$ cat src/rtl/pc_sequencer_pkg.sv
// Shared types and default parameters for the pc_sequencer fetch-address block.
package pc_pkg;

  typedef enum logic [2:0] {
    PC_HOLD,
    PC_INC,
    PC_BRANCH,
    PC_JUMP,
    PC_CALL,
    PC_RET
  } pc_sel_e;

  localparam int unsigned PC_W_DEF      = 9;
  localparam int unsigned OFF_W_DEF     = 9;
  localparam int unsigned RESET_PC_DEF  = 0;
  localparam int unsigned STEP_DEF      = 1;
  localparam int unsigned RAS_DEPTH_DEF = 4;

endpackage

$ cat src/rtl/pc_ras.sv
// Circular return-address stack: a push onto a full stack overwrites the oldest
// entry, and a pop from an empty stack is refused. Both cases pulse err_o.
module pc_ras
  import pc_pkg::*;
#(
  parameter int unsigned DEPTH = RAS_DEPTH_DEF,
  parameter int unsigned W     = PC_W_DEF,
  localparam int unsigned PTR_W = $clog2(DEPTH),
  localparam int unsigned CNT_W = $clog2(DEPTH + 1)
) (
  input  logic             clk,
  input  logic             rst_n,
  input  logic             push_i,
  input  logic             pop_i,
  input  logic [W-1:0]     push_data_i,
  output logic [W-1:0]     top_o,
  output logic [CNT_W-1:0] count_o,
  output logic             full_o,
  output logic             empty_o,
  output logic             err_o
);

  logic [W-1:0]     mem_q [DEPTH];
  logic [PTR_W-1:0] ptr_q, ptr_d;
  logic [PTR_W-1:0] ptr_inc, ptr_dec;
  logic [CNT_W-1:0] count_q, count_d;
  logic             err_q, err_d;

  // ptr_q is the next slot to write; the top of stack sits one slot below it.
  assign ptr_inc = (ptr_q == PTR_W'(DEPTH - 1)) ? '0 : ptr_q + PTR_W'(1);
  assign ptr_dec = (ptr_q == '0) ? PTR_W'(DEPTH - 1) : ptr_q - PTR_W'(1);

  assign full_o  = (count_q == CNT_W'(DEPTH));
  assign empty_o = (count_q == '0);
  assign count_o = count_q;
  assign err_o   = err_q;
  assign top_o   = mem_q[ptr_dec];

  always_comb begin
    ptr_d   = ptr_q;
    count_d = count_q;
    err_d   = 1'b0;
    if (push_i) begin
      ptr_d = ptr_inc;
      if (full_o) err_d = 1'b1;
      else        count_d = count_q + CNT_W'(1);
    end else if (pop_i) begin
      if (empty_o) begin
        err_d = 1'b1;
      end else begin
        ptr_d   = ptr_dec;
        count_d = count_q - CNT_W'(1);
      end
    end
  end

  always_ff @(posedge clk or negedge rst_n) begin
    if (!rst_n) begin
      ptr_q   <= '0;
      count_q <= '0;
      err_q   <= 1'b0;
    end else begin
      ptr_q   <= ptr_d;
      count_q <= count_d;
      err_q   <= err_d;
    end
  end

  always_ff @(posedge clk) begin
    if (push_i) mem_q[ptr_q] <= push_data_i;
  end

endmodule

$ cat src/rtl/pc_sequencer.sv
// Fetch-stage program counter with stall, branch, jump and (when PC_RAS_EN is
// defined) call/return through a circular return-address stack.
module pc_sequencer
  import pc_pkg::*;
#(
  parameter int unsigned PC_W      = PC_W_DEF,
  parameter int unsigned OFF_W     = OFF_W_DEF,
  parameter int unsigned RESET_PC  = RESET_PC_DEF,
  parameter int unsigned STEP      = STEP_DEF,
  parameter int unsigned RAS_DEPTH = RAS_DEPTH_DEF
) (
  input  logic             clk,
  input  logic             rst_n,
  input  logic             stall,
  input  logic             take_branch,
  input  logic [OFF_W-1:0] offset,
  input  logic             jump,
  input  logic             call,
  input  logic             ret,
  input  logic [PC_W-1:0]  target,
  output logic [PC_W-1:0]  pc,
  output logic             ras_empty,
  output logic             ras_full,
  output logic             ras_err
);

  localparam logic [PC_W-1:0] RESET_V = PC_W'(RESET_PC);
  localparam logic [PC_W-1:0] STEP_V  = PC_W'(STEP);

  pc_sel_e         sel;
  logic [PC_W-1:0] pc_q, pc_d;
  logic [PC_W-1:0] pc_inc;
  logic [PC_W-1:0] off_ext;
  logic [PC_W-1:0] ras_top;
  logic            ret_req;

  assign pc     = pc_q;
  assign pc_inc = pc_q + STEP_V;

  generate
    if (OFF_W >= PC_W) begin : g_off_trunc
      assign off_ext = offset[PC_W-1:0];
    end else begin : g_off_sext
      assign off_ext = {{(PC_W - OFF_W){offset[OFF_W-1]}}, offset};
    end
  endgenerate

`ifdef PC_RAS_EN
  logic [$clog2(RAS_DEPTH + 1)-1:0] ras_count_unused;

  assign ret_req = ret;

  pc_ras #(
    .DEPTH (RAS_DEPTH),
    .W     (PC_W)
  ) u_ras (
    .clk         (clk),
    .rst_n       (rst_n),
    .push_i      (sel == PC_CALL),
    .pop_i       (sel == PC_RET),
    .push_data_i (pc_inc),
    .top_o       (ras_top),
    .count_o     (ras_count_unused),
    .full_o      (ras_full),
    .empty_o     (ras_empty),
    .err_o       (ras_err)
  );
`else
  // Without a stack, ret is dropped and call degenerates into a plain jump.
  localparam int unsigned RAS_DEPTH_UNUSED = RAS_DEPTH;
  logic unused_ret;

  assign unused_ret = ret;
  assign ret_req    = 1'b0;
  assign ras_top    = '0;
  assign ras_empty  = 1'b1;
  assign ras_full   = 1'b0;
  assign ras_err    = 1'b0;
`endif

  always_comb begin
    sel = PC_INC;
    if (stall)            sel = PC_HOLD;
    else if (ret_req)     sel = PC_RET;
`ifdef PC_RAS_EN
    else if (call)        sel = PC_CALL;
`else
    else if (call)        sel = PC_JUMP;
`endif
    else if (jump)        sel = PC_JUMP;
    else if (take_branch) sel = PC_BRANCH;
  end

  always_comb begin
    pc_d = pc_inc;
    case (sel)
      PC_HOLD:          pc_d = pc_q;
      PC_INC:           pc_d = pc_inc;
      PC_BRANCH:        pc_d = pc_q + off_ext;
      PC_JUMP, PC_CALL: pc_d = target;
      // An underflowing ret falls through to the sequential address.
      PC_RET:           pc_d = ras_empty ? pc_inc : ras_top;
      default:          pc_d = pc_inc;
    endcase
  end

  always_ff @(posedge clk or negedge rst_n) begin
    if (!rst_n) pc_q <= RESET_V;
    else        pc_q <= pc_d;
  end

endmodule

$ cat config.mk
export PLATFORM = sky130hd
export DESIGN_NAME = pc_sequencer
export DESIGN_NICKNAME = d
export VERILOG_FILES = /design/src/rtl/pc_sequencer_pkg.sv /design/src/rtl/pc_ras.sv /design/src/rtl/pc_sequencer.sv
export SDC_FILE = /design/constraint.sdc
export NUM_CORES = 1
export LEC_CHECK = 0
export CAP_MARGIN = 20
export CORE_MARGIN = 2
export CORE_UTILIZATION = 43
export CTS_BUF_LIST = sky130_fd_sc_hd__clkbuf_8
export CTS_CLUSTER_DIAMETER = 60
export DETAILED_ROUTE_END_ITERATION = 7
export GPL_ROUTABILITY_DRIVEN = 0
export PLACE_DENSITY_LB_ADDON = 0.12
export SYNTH_ARGS = -nofsm -noshare
export SYNTH_HDL_FRONTEND = slang
export SYNTH_HIERARCHICAL = 1
export SYNTH_SLANG_ARGS = --single-unit
$ cat constraint.sdc
create_clock -name clk -period 3.1 [get_ports clk]
set_input_delay 0.775 -clock clk [delete_from_list [all_inputs] [get_ports clk]]
set_output_delay 0.775 -clock clk [all_outputs]
set_load 0.01 [all_outputs]
==> impl_metrics.json <==
{
  "status": "complete, no violations",
  "layout_commonest_cell": "clkdlybuf4s50_1",
  "synth_edf_count": 0,
  "use_met2": 0.358,
  "crit_type": "in2reg",
  "die_w_um": 49.3,
  "async_reset_ff_frac": 1.00,
  "root_buffer": "clkbuf_8",
  "cts_buffers": 3,
  "dp_hpwl_um": 1710,
  "powerDensity_mw_per_mm2": 340,
  "total_power_w": 0.000466,
  "area_growth_pct": 55.6,
  "leakagePower_nw": 0.656,
  "clk_latency_ns": 0.23,
  "dr.pass1.iters": 4,
  "min_period_over_period": 0.954,
  "cap_violations": 0,
  "die_area_mm2": 0.00243,
  "fin_cells": 181,
  "grt.busiest_layer": "met2",
  "core_mm2": 0.00194,
  "clock_skew_ns": 0.00487,
  "drt-initial-drc-count": 12,
  "grt_pass1_vias": 886,
  "start_util": 0.454,
  "drive_gt1_frac": 0.182,
  "synth_flop_cell": "dfrtp_1",
  "path_max_fanout": 2,
  "setup_viol": 0,
  "synth.avg_cell_area_um2": 8.02,
  "grt_overflow": 0,
  "largest_register_ffs": 9,
  "synth_cell_types": 37,
  "routed-via-count": 956,
  "worstSetupEndpointType": "register",
  "antennaDiodeCount": 0,
  "numPortBuffers": 32,
  "drc": 0,
  "slew_violations": 0,
  "hold_path.class": "reg2reg",
  "antenna_found_initial": 0,
  "nets": 189,
  "cts_sinks": 9,
  "h-tree-depth": 1,
  "syn_area_um2": 882,
  "fin_tns_setup_ns": 0,
  "yosysSeqAreaShare": 0.255,
  "grt_max_degree": 23,
  "synth-seq-cells": 9,
  "cts.clk_slew.worst_paths_ns": 0.05,
  "grtUsageMet3": 0.0429,
  "cp.arrival_ns": 3.07,
  "final_antenna_net_count": 0,
  "grt_usage": 0.215,
  "max_freq_mhz": 338,
  "final_cell_mix": "clkdlybuf4s50_1 (28), buf_4 (13), nand2_1 (12), dfrtp_1 (9), nor2_1 (8)",
  "fp-row-count": 16,
  "dp_cells": 174,
  "startpoint_type": "input port",
  "vias_per_cell": 5.28,
  "ys_warn_count": 6,
  "worstPathRequired_ns": 3.21,
  "grtUsageMet1": 0.272,
  "hold_viol_final": 0,
  "ir_drop_uv": 231,
  "die_h_um": 49.3,
  "num_io_pins": 37,
  "clk_path_buf_depth": 2,
  "grt_pass1_wl_um": 4020,
  "rsz0062_at_grt": "no",
  "period_needed_ns": 2.96,
  "routed_wl_um": 2370,
  "cts_tree": "built",
  "wl_per_cell_um": 13.1,
  "synthCells": 110
}
[cells in the mapped netlist (all sizes together) (2+ instances only)]
| cell | count | area, um2 |
|---|---|---|
| a21o | 3 | 22.5 |
| inv | 3 | 11.3 |
| nor3 | 4 | 20.0 |
| a211oi | 4 | 35.0 |
| or2 | 2 | 12.5 |
| and2 | 3 | 18.8 |
| and3 | 6 | 37.5 |
| buf | 4 | 27.5 |
| clkbuf | 2 | 7.51 |
| dfrtp | 9 | 225 |
| a21oi | 7 | 35.0 |
| and2b | 2 | 15.0 |
| a31oi | 2 | 12.5 |
| mux2i | 3 | 30.0 |
| nand3 | 2 | 10.0 |
| o21ai | 8 | 40.0 |
| ha | 8 | 100 |
| nand2 | 13 | 48.8 |
| nor2 | 9 | 33.8 |
| conb | 2 | 7.51 |
| nor3b | 4 | 30.0 |
[critical path, stage by stage]
cell and delay (ns):
dlygate4sd2_1 0.24, or2_1 0.25, nor2_2 0.12, and2_4 0.17
nand2b_1 0.06, ha_2 0.18, inv_2 0.06, fa_2 0.19
and2b_2 0.24, o31ai_4 0.25, a211oi_2 0.11, mux2i_1 0.13
a221o_1 0.30
[kinds of logic after synthesis]
kind of cell | after synthesis | share of synthesized area
muxes | 3 | 0.0340
adders and majority gates | 9 | 0.136
buffers and inverters | 9 | 0.0525
AOI/OAI and AO/OA | 28 | 0.206
other | 2 | 0.00851
DFF | 9 | 0.255
and+or+nand+nor | 49 | 0.289
xor gates and xnor gates | 1 | 0.0184
[metrics by stage]
step	hold slack, ns	cell area [um2]	worst slack (ns)	util
3_5_place_dp	0.513	1280	-0.403	0.659
2_1_floorplan	0.479	886	0.0691	-
5_1_grt	0.561	1370	0.00291	0.707
4_1_cts	0.528	1370	0.0557	0.704
6_report	0.518	1370	0.144	0.707
3_3_place_gp	0.498	1280	-0.340	0.659
[what timing repair did]
action	CTS	global route
setup endpoints to repair	4	2
buffers inserted	3	0
hold buffers	0	0
pin swaps	9	1
gates resized for setup	10	2
[routing by layer]
layer	wire, um	up-vias
met5	0	-
met2	1140	40
li1	-	476
met4	28	0
met1	1020	436
met3	174	4
[power breakdown]
group          switching, W  internal, W  leakage [nW]  total (W)
clock             0.0000501    0.0000866        0.0269   0.000137
sequential        0.0000129     0.000132         0.110   0.000145
combinational     0.0000796     0.000105         0.520   0.000184
total              0.000143     0.000323         0.656   0.000466
[layout make-up]
cell class / count / area [um2]
Multi-Input combinational cell: 93 / 637
Fill cell: 164 / 569
Timing Repair Buffer: 45 / 420
Sequential cell: 9 / 225
Clock buffer: 3 / 41.3
Tap cell: 27 / 33.8
Inverter: 3 / 11.3
Clock inverter: 1 / 3.75
[final timing paths]
| check | start | to | slack [ns] | depth (start not counted) |
|---|---|---|---|---|
| worst min-delay path | pc[4] | pc[4] | 0.52 | 2 |
| worst max register to register | pc[0] | pc[6] | 0.98 | 9 |
| max in group asynchronous | rst_n | pc[0] | 1.92 | 1 |
| min in group asynchronous | rst_n | pc[5] | 0.86 | 1 |
| worst min register to register | pc[4] | pc[4] | 0.52 | 2 |
| worst max-delay path | call | pc[8] | 0.14 | 13 |
No activity file was read; power rests on OpenSTA's default activity.
